**src/rtl/fpu_pkg.sv**
```systemverilog
// Shared FPU constants: converter latency, default tag width and a pointer-width helper.
package fpu_pkg;

  localparam int unsigned FP_W      = 32;
  localparam int unsigned ITOF_LAT  = 3;
  localparam int unsigned ITOF_TAGW = 6;

  // Index width for a storage of n entries (never zero).
  function automatic int unsigned ptr_w(input int unsigned n);
    return (n > 1) ? $clog2(n) : 1;
  endfunction

endpackage

```
**src/rtl/fifo_sync.sv**
```systemverilog
// Single-clock FIFO with count; storage is unreset, pointers/count reset synchronously.
module fifo_sync
  import fpu_pkg::*;
#(
  parameter int unsigned WIDTH = 32,
  parameter int unsigned DEPTH = 8,
  localparam int unsigned AW = ptr_w(DEPTH),
  localparam int unsigned CW = AW + 1
) (
  input  logic             clk,
  input  logic             rst,
  input  logic             push,
  input  logic [WIDTH-1:0] wdata,
  input  logic             pop,
  output logic [WIDTH-1:0] rdata,
  output logic             full,
  output logic             empty,
  output logic [CW-1:0]    count
);

  logic [WIDTH-1:0] mem [DEPTH];
  logic [AW-1:0]    wptr;
  logic [AW-1:0]    rptr;
  logic [CW-1:0]    cnt;
  logic             do_push;
  logic             do_pop;

  assign full    = (cnt == CW'(DEPTH));
  assign empty   = (cnt == '0);
  assign count   = cnt;
  assign do_push = push && !full;
  assign do_pop  = pop && !empty;
  assign rdata   = mem[rptr];

  // Pointers wrap naturally because DEPTH is a power of two.
  always_ff @(posedge clk) begin
    if (rst) begin
      wptr <= '0;
      rptr <= '0;
      cnt  <= '0;
    end else begin
      if (do_push) wptr <= wptr + AW'(1);
      if (do_pop)  rptr <= rptr + AW'(1);
      case ({do_push, do_pop})
        2'b10:   cnt <= cnt + CW'(1);
        2'b01:   cnt <= cnt - CW'(1);
        default: cnt <= cnt;
      endcase
    end
  end

  always_ff @(posedge clk) begin
    if (do_push) mem[wptr] <= wdata;
  end

endmodule

```
**src/rtl/itof_issue.sv**
```systemverilog
// Issue/collect wrapper for a fixed-latency int-to-float converter: tag pipeline,
// credit-based admission and an in-order result FIFO.
module itof_issue
  import fpu_pkg::*;
#(
  parameter int unsigned LAT   = ITOF_LAT,
  parameter int unsigned DEPTH = 8,
  parameter int unsigned TAGW  = ITOF_TAGW
) (
  input  logic            clk,
  input  logic            rst,
  input  logic            req_valid,
  output logic            req_ready,
  input  logic [31:0]     req_x,
  input  logic [TAGW-1:0] req_tag,
  output logic [31:0]     cvt_x,
  input  logic [31:0]     cvt_y,
  output logic            res_valid,
  input  logic            res_ready,
  output logic [31:0]     res_y,
  output logic [TAGW-1:0] res_tag,
  output logic            busy
);

  localparam int unsigned AW = ptr_w(DEPTH);
  localparam int unsigned CW = AW + 1;
  localparam int unsigned OW = AW + 2;
  localparam int unsigned EW = FP_W + TAGW;

  logic [LAT-1:0]  vld;
  logic [TAGW-1:0] tag_pipe [LAT];
  logic            accept;
  logic [OW-1:0]   inflight;
  logic [OW-1:0]   occupancy;
  logic            fifo_pop;
  logic [EW-1:0]   fifo_wdata;
  logic [EW-1:0]   fifo_rdata;
  logic            fifo_full;
  logic            fifo_empty;
  logic [CW-1:0]   fifo_count;

  assign cvt_x = req_x;

  // Every in-flight conversion holds a reserved FIFO slot, so admission never overflows.
  always_comb begin
    inflight = '0;
    for (int i = 0; i < int'(LAT); i++) begin
      inflight = inflight + OW'(vld[i]);
    end
  end

  assign occupancy = OW'(fifo_count) + inflight;
  assign req_ready = !rst && !fifo_full && (occupancy < OW'(DEPTH));
  assign accept    = req_valid && req_ready;

  always_ff @(posedge clk) begin
    if (rst) begin
      vld <= '0;
    end else begin
      vld[0] <= accept;
      for (int i = 1; i < int'(LAT); i++) begin
        vld[i] <= vld[i-1];
      end
    end
  end

  always_ff @(posedge clk) begin
    tag_pipe[0] <= req_tag;
    for (int i = 1; i < int'(LAT); i++) begin
      tag_pipe[i] <= tag_pipe[i-1];
    end
  end

  assign fifo_wdata = {cvt_y, tag_pipe[LAT-1]};
  assign fifo_pop   = res_valid && res_ready;

  fifo_sync #(
    .WIDTH(EW),
    .DEPTH(DEPTH)
  ) u_fifo (
    .clk  (clk),
    .rst  (rst),
    .push (vld[LAT-1]),
    .wdata(fifo_wdata),
    .pop  (fifo_pop),
    .rdata(fifo_rdata),
    .full (fifo_full),
    .empty(fifo_empty),
    .count(fifo_count)
  );

  assign res_valid        = !rst && !fifo_empty;
  assign {res_y, res_tag} = fifo_rdata;
  assign busy             = !rst && ((|vld) || !fifo_empty);

endmodule

```
**config.mk**
```make
export PLATFORM = sky130hd
export DESIGN_NAME = itof_issue
export DESIGN_NICKNAME = d
export VERILOG_FILES = /design/src/rtl/fpu_pkg.sv /design/src/rtl/fifo_sync.sv /design/src/rtl/itof_issue.sv
export SDC_FILE = /design/constraint.sdc
export NUM_CORES = 1
export LEC_CHECK = 0
export BUFFER_PORTS_ARGS = -buffer_cell sky130_fd_sc_hd__buf_2
export CAP_MARGIN = 10
export CORE_UTILIZATION = 50
export DETAILED_ROUTE_END_ITERATION = 8
export GPL_ROUTABILITY_DRIVEN = 0
export PLACE_DENSITY = 0.7
export SLEW_MARGIN = 20
export SYNTH_ARGS = -nofsm -noshare
export SYNTH_HDL_FRONTEND = slang
export SYNTH_SLANG_ARGS = --single-unit
```
**constraint.sdc**
```tcl
create_clock -name clk -period 5.6 [get_ports clk]
set_clock_uncertainty 0.1 [all_clocks]
set_input_delay 0.56 -clock clk [delete_from_list [all_inputs] [get_ports clk]]
set_output_delay 0.56 -clock clk [all_outputs]
set_load 0.03 [all_outputs]
```
==> impl_metrics.py <==
metrics = {
    "outcome": {
        "status": "completed",
    },
    "placement": {
        "dp_cells": 948,
        "place_hpwl_mm": 12.63,
        "post_dp_cell_area_sq_um": 13400,
        "io_buffers": 82,
        "place_ws_ns": 2.520,
    },
    "power": {
        "power.total_mw": 4.962,
        "swShare_pct": 18.98,
        "power_frac_seq_pct": 55.9,
        "p_clk_share_pct": 41.5,
        "power.switching_mw": 0.9419,
        "p_per_area_nw_per_um2": 343.5,
        "p_leak_nw": 4.646,
        "p_int_mw": 4.020,
        "p_comb_share_pct": 2.7,
        "irDropWorstVdd_v": 0.0001955,
    },
    "final_layout": {
        "layout_commonest_cell": "edfxtp_1",
        "layout_common_cells": "edfxtp_1, buf_2, mux4_2, mux2_2",
        "stdcell_count": 1011,
        "nets": 736,
        "final_cell_area_sq_um": 14450,
        "drive_above_1_share_pct": 39.23,
        "final_core_util_pct": 57.53,
        "area_growth_pct": 12.95,
    },
    "global_routing": {
        "antenna_found_initial": 3,
        "grt_pass1_wl_mm": 34.13,
        "globalRouteOverflowTotal": 0,
        "track_usage_pct": 17.60,
        "grt_pass1_vias": 5930,
        "grt_max_degree": 77,
    },
    "die": {
        "die_area_sq_um": 26220,
        "die_height_um": 161.9,
        "core_area_sq_um": 25110,
        "rows": 58,
        "pin_count": 147,
        "start_util_pct": 50.94,
        "die_w_um": 161.9,
    },
    "worst_setup_path": {
        "crit_path_max_fanout": 28,
        "crit_slowest_cell": "dfxtp_4",
        "path_class": "reg2out",
        "setup.worst_path.start_class": "flip-flop",
        "cp.arrival_ns": 2.89,
        "cp_cell_sequence": "buf_4 > mux4_2 > mux2_2 > buf_2",
        "end_kind": "output pin",
        "critPathRequiredTime_ns": 4.94,
        "slowest_delay_ns": 0.70,
    },
    "yosys": {
        "syn_nets": 661,
        "yosysTopAreaCellShare_pct": 71.38,
        "synth-edff-count": 304,
        "netlist_top_cells_area": "edfxtp_1, mux4_2, dfxtp_1",
        "yosysWarningCount": 0,
        "async_flop_share_pct": 0,
        "syn_inst": 579,
        "synth_top_area_cell": "edfxtp_1",
        "syn-cell-area_sq_um": 12790,
        "ys_seq_elements": 338,
        "seq_area_frac_synth_pct": 76.70,
        "ys_dominant_reg_cell": "edfxtp_1",
        "ys_types": 35,
        "syn_area_per_cell_sq_um": 22.09,
    },
    "detailed_routing": {
        "vias": 5575,
        "routed_wl_mm": 22.60,
        "wire_per_inst_um": 22.35,
        "viasPerCell": 5.514,
        "antenna_left": 0,
        "firstDrtPassIters": 4,
        "drtIter0Drc": 340,
        "drc": 0,
    },
    "timing": {
        "finalSetupTns_ns": 0,
        "post-route-period-util_pct": 63.46,
        "holdWs_ns": 0.02233,
        "fmaxAchievable_mhz": 281.4,
        "worst_pin_slew_ns": 0.8208,
        "min_period_ns": 3.553,
        "rsz0062_at_grt": "false",
        "worst_slack_ns": 2.047,
        "hold_violations": 0,
        "setup_viol": 0,
        "slew_viol_final": 0,
        "maxSlewHeadroom_pct": 44.78,
    },
    "min_path": {
        "hp-class": "in2reg",
    },
    "cts": {
        "hold_buffers": 2,
        "clock-sinks": 338,
        "clockBufferDepth": 3,
        "clk_latency_ns": 0.55,
        "htreeDepth": 1,
        "cts.clk_slew.worst_paths_ns": 0.06,
        "cts_root_buf": "clkbuf_16",
        "cts_setup_buffers": 0,
        "cts_resized": 0,
        "numCtsBuffers": 31,
        "cts_tree": "done",
    },
    "flow_run": {
        "cap_violations": 0,
    },
}
[cell type report]
type | instances | area (sq um)
Inverter | 5 | 18.77
Clock inverter | 12 | 132.6
Multi-Input combinational cell | 181 | 2648
Antenna cell | 3 | 7.507
Clock buffer | 45 | 868.3
Tap cell | 330 | 412.9
Sequential cell | 338 | 9818
Fill cell | 1831 | 10660
Timing Repair Buffer | 97 | 540.5
[state kept, by name, indices dropped and copies added, names as in the netlist, named ones only]
name          flops
u_fifo.wptr       3
tag_pipe         18
u_fifo.rptr       3
u_fifo.count      4
vld               3
u_fifo.mem      304
[worst max-delay path: cells and delay by family (launching register included)]
family	cells	cell delay, ns
buffers and inverters	2	0.74
flip-flops	1	0.70
multiplexers	2	0.88
[final timing paths]
check,endpoint,slack [ns],cells past startpoint,startpoint
worst max-delay path,res_tag[4],2.05,4,flip-flop
worst min register to register,tag_pipe[0][17]$_DFF_P_,0.21,0,tag_pipe[0][11]$_DFF_P_
worst min-delay path,tag_pipe[0][4]$_DFF_P_,0.02,1,req_tag[4]
worst max register to register,u_fifo.count[2]$_SDFFE_PP0P_,2.78,9,u_fifo.count[0]$_SDFFE_PP0P_
[cell usage after synthesis (3+ instances only)]
library cell	instances
nor2_1	18
nand2b_1	3
ha_1	7
inv_1	5
mux4_2	76
clkbuf_1	9
mux2_2	38
o21ai_0	3
xor2_1	4
buf_2	4
buf_4	32
edfxtp_1	304
buf_6	5
buf_1	5
nand2_1	3
a21oi_1	4
dfxtp_1	34
[power groups by stage]
| stage | Combinational [mW] | Clock, mW | Sequential, mW |
|---|---|---|---|
| 6_report | 0.132 | 2.06 | 2.77 |
| 5_1_grt | 0.144 | 2.18 | 2.77 |
| 2_1_floorplan | 0.124 | 0 | 2.82 |
| 4_1_cts | 0.134 | 2.10 | 2.77 |
| 3_3_place_gp | 0.126 | 0 | 2.82 |
| 3_5_place_dp | 0.132 | 0 | 2.83 |
[metal layers]
metal / vias to the layer above / track usage (%) / routed length [um]
met5: - / 0 / 0
met4: 0 / 4.889 / 418
met1: 2861 / 23.65 / 9406
met3: 44 / 3.652 / 1626
li1: 2488 / - / -
met2: 182 / 29.38 / 11150
[cell families (layout without fill, tap and decap cells)]
logic type,Yosys count,after routing,synth area share (%)
xor+xnor,6,6,0.4109
flops,338,338,76.70
mux,117,117,16.97
compound gates,15,15,0.7044
simple gates,35,35,1.340
buf+inv,60,159,3.033
other cells,0,3,0
fa+ha+maj,8,8,0.8413
(Power assumes the default switching activity.)
